<file path="src/rtl/axi_read_if.sv">
// AXI read-channel bundle (AR + R) between a read master and axi_read_intf.
interface axi_read_if #(
  parameter int unsigned ARID_WIDTH   = 8,
  parameter int unsigned ARADDR_WIDTH = 11,
  parameter int unsigned RDATA_WIDTH  = 64
);
  logic [ARID_WIDTH-1:0]   ARID;
  logic [ARADDR_WIDTH-1:0] ARADDR;
  logic [7:0]              ARLEN;
  logic [2:0]              ARSIZE;
  logic [1:0]              ARBURST;
  logic [3:0]              ARREGION;
  logic                    ARVALID;
  logic                    ARREADY;
  logic [ARID_WIDTH-1:0]   RID;
  logic [RDATA_WIDTH-1:0]  RDATA;
  logic [1:0]              RRESP;
  logic                    RLAST;
  logic                    RVALID;
  logic                    RREADY;

  modport slave (
    input  ARID, ARADDR, ARLEN, ARSIZE, ARBURST, ARREGION, ARVALID, RREADY,
    output ARREADY, RID, RDATA, RRESP, RLAST, RVALID
  );

  modport master (
    output ARID, ARADDR, ARLEN, ARSIZE, ARBURST, ARREGION, ARVALID, RREADY,
    input  ARREADY, RID, RDATA, RRESP, RLAST, RVALID
  );
endinterface

</file>
<file path="src/rtl/axi_read_intf.sv">
// AXI read slave: turns one AR burst at a time into single-beat internal read
// requests and returns each beat on the R channel. Illegal bursts are answered
// with SLVERR beats without touching the internal read port.
module axi_read_intf #(
  parameter int unsigned ARID_WIDTH   = 8,
  parameter int unsigned ARADDR_WIDTH = 11,
  parameter int unsigned RDATA_WIDTH  = 64
) (
  input  logic                    clk,
  input  logic                    rst,
  axi_read_if.slave               axi,
  output logic                    axi_rd_vld,
  output logic [ARADDR_WIDTH-1:0] axi_rd_addr,
  output logic [1:0]              axi_rd_region,
  input  logic [RDATA_WIDTH-1:0]  axi_rd_data,
  input  logic                    axi_rd_data_vld,
  input  logic                    axi_rd_err
);

  typedef enum logic [1:0] {StIdle, StReq, StWait, StResp} state_e;

  state_e                  state_q, state_d;
  logic                    arready_q, arready_d;
  logic [ARID_WIDTH-1:0]   id_q, id_d;
  logic [ARADDR_WIDTH-1:0] addr_q, addr_d;
  logic [7:0]              len_q, len_d;
  logic [2:0]              size_q, size_d;
  logic [1:0]              burst_q, burst_d;
  logic [1:0]              region_q, region_d;
  logic [7:0]              cnt_q, cnt_d;
  logic                    err_burst_q, err_burst_d;
  logic                    rvalid_q, rvalid_d;
  logic                    rlast_q, rlast_d;
  logic [1:0]              rresp_q, rresp_d;
  logic [RDATA_WIDTH-1:0]  rdata_q, rdata_d;

  logic                    ar_err;
  logic                    wrap_len_ok;
  logic [ARADDR_WIDTH-1:0] step;
  logic [ARADDR_WIDTH-1:0] wrap_mask;
  logic [ARADDR_WIDTH-1:0] incr_addr;
  logic [ARADDR_WIDTH-1:0] next_addr;

  // Classify the incoming AR request and compute the next beat address.
  always_comb begin
    wrap_len_ok = (axi.ARLEN == 8'd1) || (axi.ARLEN == 8'd3) ||
                  (axi.ARLEN == 8'd7) || (axi.ARLEN == 8'd15);
    ar_err      = (axi.ARSIZE > 3'd3) || (axi.ARBURST == 2'b11) ||
                  (axi.ARREGION[1:0] == 2'b11) ||
                  ((axi.ARBURST == 2'b10) && !wrap_len_ok);
    step        = ARADDR_WIDTH'(1) << size_q;
    // Wrap window is (len+1) << size bytes; only power-of-two lengths reach here.
    wrap_mask   = ((ARADDR_WIDTH'(len_q) + ARADDR_WIDTH'(1)) << size_q) - ARADDR_WIDTH'(1);
    incr_addr   = addr_q + step;
    unique case (burst_q)
      2'b00:   next_addr = addr_q;
      2'b10:   next_addr = (addr_q & ~wrap_mask) | (incr_addr & wrap_mask);
      default: next_addr = incr_addr;
    endcase
  end

  // Next-state logic for the burst FSM and the registered R/AR outputs.
  always_comb begin
    state_d     = state_q;
    arready_d   = arready_q;
    id_d        = id_q;
    addr_d      = addr_q;
    len_d       = len_q;
    size_d      = size_q;
    burst_d     = burst_q;
    region_d    = region_q;
    cnt_d       = cnt_q;
    err_burst_d = err_burst_q;
    rvalid_d    = rvalid_q;
    rlast_d     = rlast_q;
    rresp_d     = rresp_q;
    rdata_d     = rdata_q;

    unique case (state_q)
      StIdle: begin
        if (arready_q && axi.ARVALID) begin
          id_d        = axi.ARID;
          addr_d      = axi.ARADDR;
          len_d       = axi.ARLEN;
          size_d      = axi.ARSIZE;
          burst_d     = axi.ARBURST;
          region_d    = axi.ARREGION[1:0];
          cnt_d       = 8'd0;
          arready_d   = 1'b0;
          err_burst_d = ar_err;
          if (ar_err) begin
            // First error beat goes straight out; no internal request is made.
            rvalid_d = 1'b1;
            rdata_d  = '0;
            rresp_d  = 2'b10;
            rlast_d  = (axi.ARLEN == 8'd0);
            state_d  = StResp;
          end else begin
            state_d = StReq;
          end
        end
      end
      StReq: begin
        if (err_burst_q) begin
          rvalid_d = 1'b1;
          rdata_d  = '0;
          rresp_d  = 2'b10;
          rlast_d  = (cnt_q == len_q);
          state_d  = StResp;
        end else begin
          state_d = StWait;
        end
      end
      StWait: begin
        if (axi_rd_data_vld) begin
          rvalid_d = 1'b1;
          rdata_d  = axi_rd_data;
          rresp_d  = axi_rd_err ? 2'b10 : 2'b00;
          rlast_d  = (cnt_q == len_q);
          state_d  = StResp;
        end
      end
      StResp: begin
        if (rvalid_q && axi.RREADY) begin
          rvalid_d = 1'b0;
          if (rlast_q) begin
            rlast_d   = 1'b0;
            arready_d = 1'b1;
            state_d   = StIdle;
          end else begin
            cnt_d   = cnt_q + 8'd1;
            addr_d  = next_addr;
            state_d = StReq;
          end
        end
      end
      default: state_d = StIdle;
    endcase
  end

  // State and datapath registers with synchronous reset.
  always_ff @(posedge clk) begin
    if (rst) begin
      state_q     <= StIdle;
      arready_q   <= 1'b1;
      id_q        <= '0;
      addr_q      <= '0;
      len_q       <= 8'd0;
      size_q      <= 3'd0;
      burst_q     <= 2'b00;
      region_q    <= 2'b00;
      cnt_q       <= 8'd0;
      err_burst_q <= 1'b0;
      rvalid_q    <= 1'b0;
      rlast_q     <= 1'b0;
      rresp_q     <= 2'b00;
      rdata_q     <= '0;
    end else begin
      state_q     <= state_d;
      arready_q   <= arready_d;
      id_q        <= id_d;
      addr_q      <= addr_d;
      len_q       <= len_d;
      size_q      <= size_d;
      burst_q     <= burst_d;
      region_q    <= region_d;
      cnt_q       <= cnt_d;
      err_burst_q <= err_burst_d;
      rvalid_q    <= rvalid_d;
      rlast_q     <= rlast_d;
      rresp_q     <= rresp_d;
      rdata_q     <= rdata_d;
    end
  end

  // Request pulse is decoded from REQ so it lands one cycle after the handshake.
  always_comb begin
    axi_rd_vld    = (state_q == StReq) && !err_burst_q;
    axi_rd_addr   = addr_q;
    axi_rd_region = region_q;
    axi.ARREADY   = arready_q;
    axi.RID       = id_q;
    axi.RDATA     = rdata_q;
    axi.RRESP     = rresp_q;
    axi.RLAST     = rlast_q;
    axi.RVALID    = rvalid_q;
  end

endmodule

</file>
<file path="src/flat_wrapper.sv">
// flat-port wrapper written by rule: the top's interface ports become plain ports
module axi_read_intf_flat 
#(
  parameter int unsigned ARID_WIDTH   = 8,
  parameter int unsigned ARADDR_WIDTH = 11,
  parameter int unsigned RDATA_WIDTH  = 64
)
  (clk, rst, axi_rd_vld, axi_rd_addr, axi_rd_region, axi_rd_data, axi_rd_data_vld, axi_rd_err, axi_ARID, axi_ARADDR, axi_ARLEN, axi_ARSIZE, axi_ARBURST, axi_ARREGION, axi_ARVALID, axi_RREADY, axi_ARREADY, axi_RID, axi_RDATA, axi_RRESP, axi_RLAST, axi_RVALID);
  axi_read_if #(.ARID_WIDTH(ARID_WIDTH), .ARADDR_WIDTH(ARADDR_WIDTH), .RDATA_WIDTH(RDATA_WIDTH)) axi_i ();
  input  logic clk;
  input  logic rst;
  output logic axi_rd_vld;
  output logic [ARADDR_WIDTH-1:0] axi_rd_addr;
  output logic [1:0] axi_rd_region;
  input  logic [RDATA_WIDTH-1:0] axi_rd_data;
  input  logic axi_rd_data_vld;
  input  logic axi_rd_err;
  input wire logic [$bits(axi_i.ARID)-1:0] axi_ARID;
  input wire logic [$bits(axi_i.ARADDR)-1:0] axi_ARADDR;
  input wire logic [$bits(axi_i.ARLEN)-1:0] axi_ARLEN;
  input wire logic [$bits(axi_i.ARSIZE)-1:0] axi_ARSIZE;
  input wire logic [$bits(axi_i.ARBURST)-1:0] axi_ARBURST;
  input wire logic [$bits(axi_i.ARREGION)-1:0] axi_ARREGION;
  input wire logic [$bits(axi_i.ARVALID)-1:0] axi_ARVALID;
  input wire logic [$bits(axi_i.RREADY)-1:0] axi_RREADY;
  output wire logic [$bits(axi_i.ARREADY)-1:0] axi_ARREADY;
  output wire logic [$bits(axi_i.RID)-1:0] axi_RID;
  output wire logic [$bits(axi_i.RDATA)-1:0] axi_RDATA;
  output wire logic [$bits(axi_i.RRESP)-1:0] axi_RRESP;
  output wire logic [$bits(axi_i.RLAST)-1:0] axi_RLAST;
  output wire logic [$bits(axi_i.RVALID)-1:0] axi_RVALID;
  assign axi_i.ARID = axi_ARID;
  assign axi_i.ARADDR = axi_ARADDR;
  assign axi_i.ARLEN = axi_ARLEN;
  assign axi_i.ARSIZE = axi_ARSIZE;
  assign axi_i.ARBURST = axi_ARBURST;
  assign axi_i.ARREGION = axi_ARREGION;
  assign axi_i.ARVALID = axi_ARVALID;
  assign axi_i.RREADY = axi_RREADY;
  assign axi_ARREADY = axi_i.ARREADY;
  assign axi_RID = axi_i.RID;
  assign axi_RDATA = axi_i.RDATA;
  assign axi_RRESP = axi_i.RRESP;
  assign axi_RLAST = axi_i.RLAST;
  assign axi_RVALID = axi_i.RVALID;
  axi_read_intf #(.ARID_WIDTH(ARID_WIDTH), .ARADDR_WIDTH(ARADDR_WIDTH), .RDATA_WIDTH(RDATA_WIDTH)) u_core (.clk(clk), .rst(rst), .axi(axi_i), .axi_rd_vld(axi_rd_vld), .axi_rd_addr(axi_rd_addr), .axi_rd_region(axi_rd_region), .axi_rd_data(axi_rd_data), .axi_rd_data_vld(axi_rd_data_vld), .axi_rd_err(axi_rd_err));
endmodule
</file>
<file path="config.mk">
export PLATFORM = sky130hd
export DESIGN_NAME = axi_read_intf_flat
export DESIGN_NICKNAME = d
export VERILOG_FILES = /design/src/rtl/axi_read_if.sv /design/src/rtl/axi_read_intf.sv /design/src/flat_wrapper.sv
export SDC_FILE = /design/constraint.sdc
export NUM_CORES = 1
export LEC_CHECK = 0
export ABC_CLOCK_PERIOD_IN_PS = 3400
export CAP_MARGIN = 5
export CORE_UTILIZATION = 47
export CTS_CLUSTER_SIZE = 12
export DETAILED_ROUTE_END_ITERATION = 6
export GPL_TIMING_DRIVEN = 0
export HOLD_SLACK_MARGIN = 0.06
export PLACE_DENSITY = 0.81
export SLEW_MARGIN = 10
export SYNTH_ARGS = -nofsm -noshare
export SYNTH_HDL_FRONTEND = slang
export SYNTH_SLANG_ARGS = --single-unit
</file>
<file path="constraint.sdc">
create_clock -name clk -period 3.4 [get_ports clk]
set_input_delay 0.34 -clock clk [delete_from_list [all_inputs] [get_ports clk]]
set_output_delay 0.34 -clock clk [all_outputs]
set_load 0.01 [all_outputs]
</file>
-- Word-level counts from Yosys, hierarchy flattened
Cells that the tools add are included.
- output and inout port bits: 91
- logic and storage cells: 111
- bits of input ports: 106
- flip-flop bits (word level): 114
- $add $sub $neg: 4
- order comparisons: 1
- reduce and logical (&&, ||, !) cells: 24
- mux-type cells: 42
- eq/ne operators: 20
- shift-type cells: 2
- bitwise gates (word level): 4
- operator list (operator ; count):
    two-way mux 64 bit ; 4
    one-hot mux 64 bit (3 select lines) ; 1
    one-hot mux 11 bit (2 select lines) ; 2
    two-way mux 11 bit ; 3
    two-way mux 8 bit ; 3
    bitwise AND 11 bit ; 2
    two-way mux 2 bit ; 9
    one-hot mux 8 bit (2 select lines) ; 1
    AND reduction 5 bit ; 3
    two-way mux 1 bit ; 14
    equality test 2 bit, second input constant ; 6
    adder 11 bit ; 1
    inverter 11 bit ; 1
    OR 11 bit ; 1
    << shifter 1 x 3 -> 11 bit, first input constant ; 1
    << shifter 11 x 3 -> 11 bit ; 1
    subtractor 11 x 1 -> 11 bit, second input constant ; 1
    inequality test 2 x 1 -> 1 bit, second input constant ; 5
    adder 8 x 1 -> 9 bit, second input constant ; 1
    adder 8 x 1 -> 8 bit, second input constant ; 1
    equality test 8 x 1 -> 1 bit, second input constant ; 1
    equality test 8 x 2 -> 1 bit, second input constant ; 1
    equality test 8 x 3 -> 1 bit, second input constant ; 1
    equality test 8 x 4 -> 1 bit, second input constant ; 1
    other kinds (18) ; 32

-- Logic depth before layout (Yosys ltp)
- word-level depth: 10
- gate-level depth with buffers: 14
- depth with buffers taken out: 12

-- Worst setup path before layout
No wires, ideal clock.
- path kind: reg-to-reg
- start point: reg u_core.size_q[1]
- end point: reg with a tool-made name
- stages on the path, launching flop included: 15
- required time: 3328 ps
- period minus slack after synthesis: 3171 ps
- arrival time: 3100 ps
- path buffers: 3
- setup time: 72 ps
- slack: 229 ps
- path through: dfxtp_1 -> buf_4 -> buf_6 -> clkbuf_1 -> nor3_1 -> ha_1 -> fa_1 -> a21o_1 -> a211oi_1 -> nor2_1 -> or4_1 -> nand4_1 -> xor2_1 -> a211o_1 -> mux2i_1
- RTL lines (what ; RTL line ; source):
    start, declared ; axi_read_intf.sv:27 ; logic [2:0] size_q, size_d;
    start signal, assigned ; axi_read_intf.sv:164 ; size_q <= size_d;

==> summary.txt <==
Outcome
  • Result of the run: finished, final reports clean

Timing
  • Final number of setup-violating endpoints: 0
  • Shortest period the worst path allows: 3160 ps
  • Worst slack on hold paths: 241 ps
  • Rel. slew slack: 0.545
  • Final worst-path setup slack: 241 ps
  • Max frequency: 317 MHz
  • Number of hold violations in the final report: 0
  • Pin slew with the least headroom to its limit: 682 ps
  • Worst Clk Skew: 10.7 ps
  • Sum of negative setup slack: 0 ps
  • Final Cycle Share: 0.929
  • Max Slew Vio Count: 0
  • RSZ-0062 raised after global routing: no

Final layout
  • Layout cells sized above 1: 0.0759
  • Number of nets in the finished design: 1111
  • Util after Layout: 0.701
  • Sequential standard cell area: 0.00226 sq mm
  • Final Non-Filler Cells: 1173
  • Combined area of the multi-input logic cells: 0.00349 sq mm
  • P&R area growth vs syn: 45.2%
  • Fin area: 0.00884 sq mm
  • Inserted Diodes: 0
  • Layout filler cell count: 1057

GRT
  • Total global-route track usage: 0.304
  • First-pass GRT wire length: 31.4 mm
  • Antenna violations before repair: 0
  • Via count of the first global-routing pass: 6368
  • Pin count of the biggest net entering global routing: 20
  • Sum of overflow across all layers after global routing: 0

Floorplan
  • Die boundary height: 116 um
  • Full die area: 0.0134 sq mm
  • Initial core utilization: 0.483
  • Number of ports placed on the die boundary: 197
  • Placement Rows: 41
  • Die Span X: 116 um
  • Placeable Area: 0.0126 sq mm

Pwr
  • Worst-case vdd ir drop: 0.532 mV
  • Leak pwr: 3.18 nW
  • Post-layout total power: 6.72 mW
  • Power density over cell area: 760 mW/mm^2

Clock tree
  • Clock transition at the register clock pins on the worst setup and hold paths after CTS: 60 ps
  • Latest clock arrival within the worst-skew pair: 420 ps
  • H-tree Lvls: 4
  • Cell at the root of the clock tree: sky130_fd_sc_hd__clkbuf_16
  • Hold buffers post-CTS: 0
  • Total setup buffers inserted after CTS: 0
  • Post-cts gate resize count: 0
  • Maximum buffer depth of the clock tree: 2
  • CTS tree: built
  • Clock sink count: 113
  • Number of buffers inserted during clock tree synthesis: 17

Setup path
  • Cells traversed along the worst timing path: buf_4, buf_6, nor3_1, ha_1, fa_1, a21o_1, a211oi_1, nor2_1, or4_1, nand4_1, xor2_1, a211o_1, mux2i_1
  • Startpoint type of the worst setup path: register
  • Cell type of the slowest stage on the worst timing path: sky130_fd_sc_hd__or4_1
  • Critical path start-end classification: reg -> reg
  • Data arrival at the endpoint of the critical path: 3500 ps
  • Endpoint type of the worst setup path: register
  • Largest fanout on the critical path: 19
  • Slowest cell delay on critical path: 440 ps
  • Required time worst endpoint: 3750 ps

Placed design
  • GPL Wtd Cong: 0.953
  • Number of placed instances with taps included: 1145
  • Port-buffer cells: 192
  • HPWL reported at the end of detailed placement: 14.4 mm
  • DP Worst Slack: -175 ps
  • Post-placement cell area: 0.00823 sq mm

Yosys
  • Prevailing post-synth register cell: sky130_fd_sc_hd__dfxtp_1
  • Sequential element share of the synthesized area: 0.371
  • Net count after synthesis: 903
  • Number of synthesized register bits: 113
  • Post-Syn Instances: 781
  • Ys Warns: 0
  • Summed instance area of the synthesized netlist: 0.00609 sq mm
  • Avg Inst Size Synth: 7.80 sq um
  • Proportion of synthesized flip-flops having asynchronous set or reset: 0
  • Main area contributors after synthesis: sky130_fd_sc_hd__dfxtp_1 37%, sky130_fd_sc_hd__a21oi_1 8.9%, sky130_fd_sc_hd__nand2_1 8.0%
  • EDFF count, synth: 0
  • Share of the synthesized area in the top cell type: 0.371
  • Netlist cell types: 74
  • Leading area contributor after synthesis: sky130_fd_sc_hd__dfxtp_1

Detailed routing
  • Via Count: 6589
  • Drt total wl: 19.8 mm
  • Drt via density: 5.62
  • Antenna-violating nets left: 0
  • First-pass detailed-route iteration total: 5
  • Average wire per cell in the routed design: 16.9 um
  • Count of unresolved DRC violations after routing: 0
  • Detailed Route Iter0 Violations: 475

Flow run
  • Number of max-cap violations: 0

Hold path
  • Type of the worst min-delay path: in -> reg
[worst max-delay path: cells and delay by family (launching register included)]
family                     cells  cell delay, ps
xor gates and xnor gates       1              70
AOI/OAI and AO/OA              3             720
and+or+nand+nor                4             750
buffers and inverters          2             400
DFF                            1             380
adders and majority gates      2             640
muxes                          1             120
[sequential cells by signal, summed over array words and instances, names as in the netlist, named ones only]
| signal | count |
|---|---|
| u_core.axi.RLAST | 1 |
| u_core.axi.RRESP | 1 |
| u_core.cnt_q | 8 |
| u_core.len_q | 8 |
| u_core.axi_rd_region | 2 |
| u_core.burst_q | 2 |
| u_core.axi.RDATA | 64 |
| u_core.size_q | 3 |
| u_core.axi.ARREADY | 1 |
| u_core.state_q | 2 |
| u_core.axi.RVALID | 1 |
| u_core.err_burst_q | 1 |
| u_core.axi.RID | 8 |
[routing by layer]
layer,part of all wire,wire (um),vias up,GRT usage
met5,0,0,-,0
met4,0.025,504,0,0.113
met3,0.092,1810,43,0.128
met2,0.49,9730,250,0.521
met1,0.39,7750,3090,0.337
li1,-,-,3206,-
[logic make-up after synthesis]
logic type,after synthesis,share of synthesized area
simple gates,339,0.263
compound gates,205,0.216
flops,113,0.371
buf+inv,71,0.0579
xor+xnor,25,0.0360
fa+ha+maj,16,0.0341
mux,11,0.0201
other cells,1,0.000616
[area by class of cell]
cell class,count,share of cell area
buffer,57,0.0340
clock buffer,23,0.0552
clock inverter,8,0.0142
inverter,11,0.00467
multi-input combinational,597,0.394
sequential,113,0.256
tap,172,0.0243
timing repair buffer,192,0.217
[cells in the final DEF, fill, tap and decap left out, drive strengths merged, types with 4 or more instances in the layout]
master         synthesis  routed
clkdlybuf4s50          0     192
nand2                130     130
dfxtp                113     113
a21oi                108     108
nand3                 78      78
clkbuf                34      56
nor2                  45      45
buf                   26      24
nor3                  18      18
o21ai                 17      17
a211oi                17      17
ha                    15      15
xor2                  13      13
xnor2                 12      12
nand4                 11      11
mux2i                 11      11
inv                    9      11
nor2b                 10      10
a21o                   9       9
a31oi                  9       9
nand2b                 8       8
nor4                   6       6
or2                    6       6
o21a                   5       5
and2                   5       5
a2111oi                5       5
or4                    4       4
o31a                   4       4
clkinv                 2       4
[path summary, 6_finish.rpt]
| path | startpoint | end | slack, ps | cells past startpoint |
|---|---|---|---|---|
| worst min register to register | u_core.axi.RDATA[23] | u_core.axi.RDATA[23] | 450 | 2 |
| worst min-delay path | rst | register | 240 | 2 |
| worst max-delay path | u_core.size_q[1] | register | 240 | 13 |
| worst max register to register | u_core.size_q[1] | register | 240 | 13 |
[cell usage after synthesis, drive strengths merged (2+ instances only)]
library cell    n
a211o           3
nand4          11
a32oi           2
o21ai          17
ha             15
nor4            6
o21bai          2
or4             4
mux2i          11
or3             3
nand2b          8
o31a            4
a21oi         108
nand2         130
dfxtp         113
buf            26
and2            5
o21a            5
nand3b          2
a221oi          2
xor2           13
nand3          78
and4            3
clkinv          2
and3            3
a311oi          3
o211ai          3
clkbuf         34
o211a           2
or2             6
a21o            9
nor2b          10
xnor2          12
inv             9
a211oi         17
a2111oi         5
a31oi           9
nor2           45
nor3           18
a32o            2
nand4b          3
[where the power goes]
group          internal [mW]  total, mW  switching [mW]
Clock                   1.23       1.86           0.637
Sequential              1.57       1.76           0.188
Combinational           1.24       3.10            1.86
Note: power is estimated with default switching activity, not from simulation.
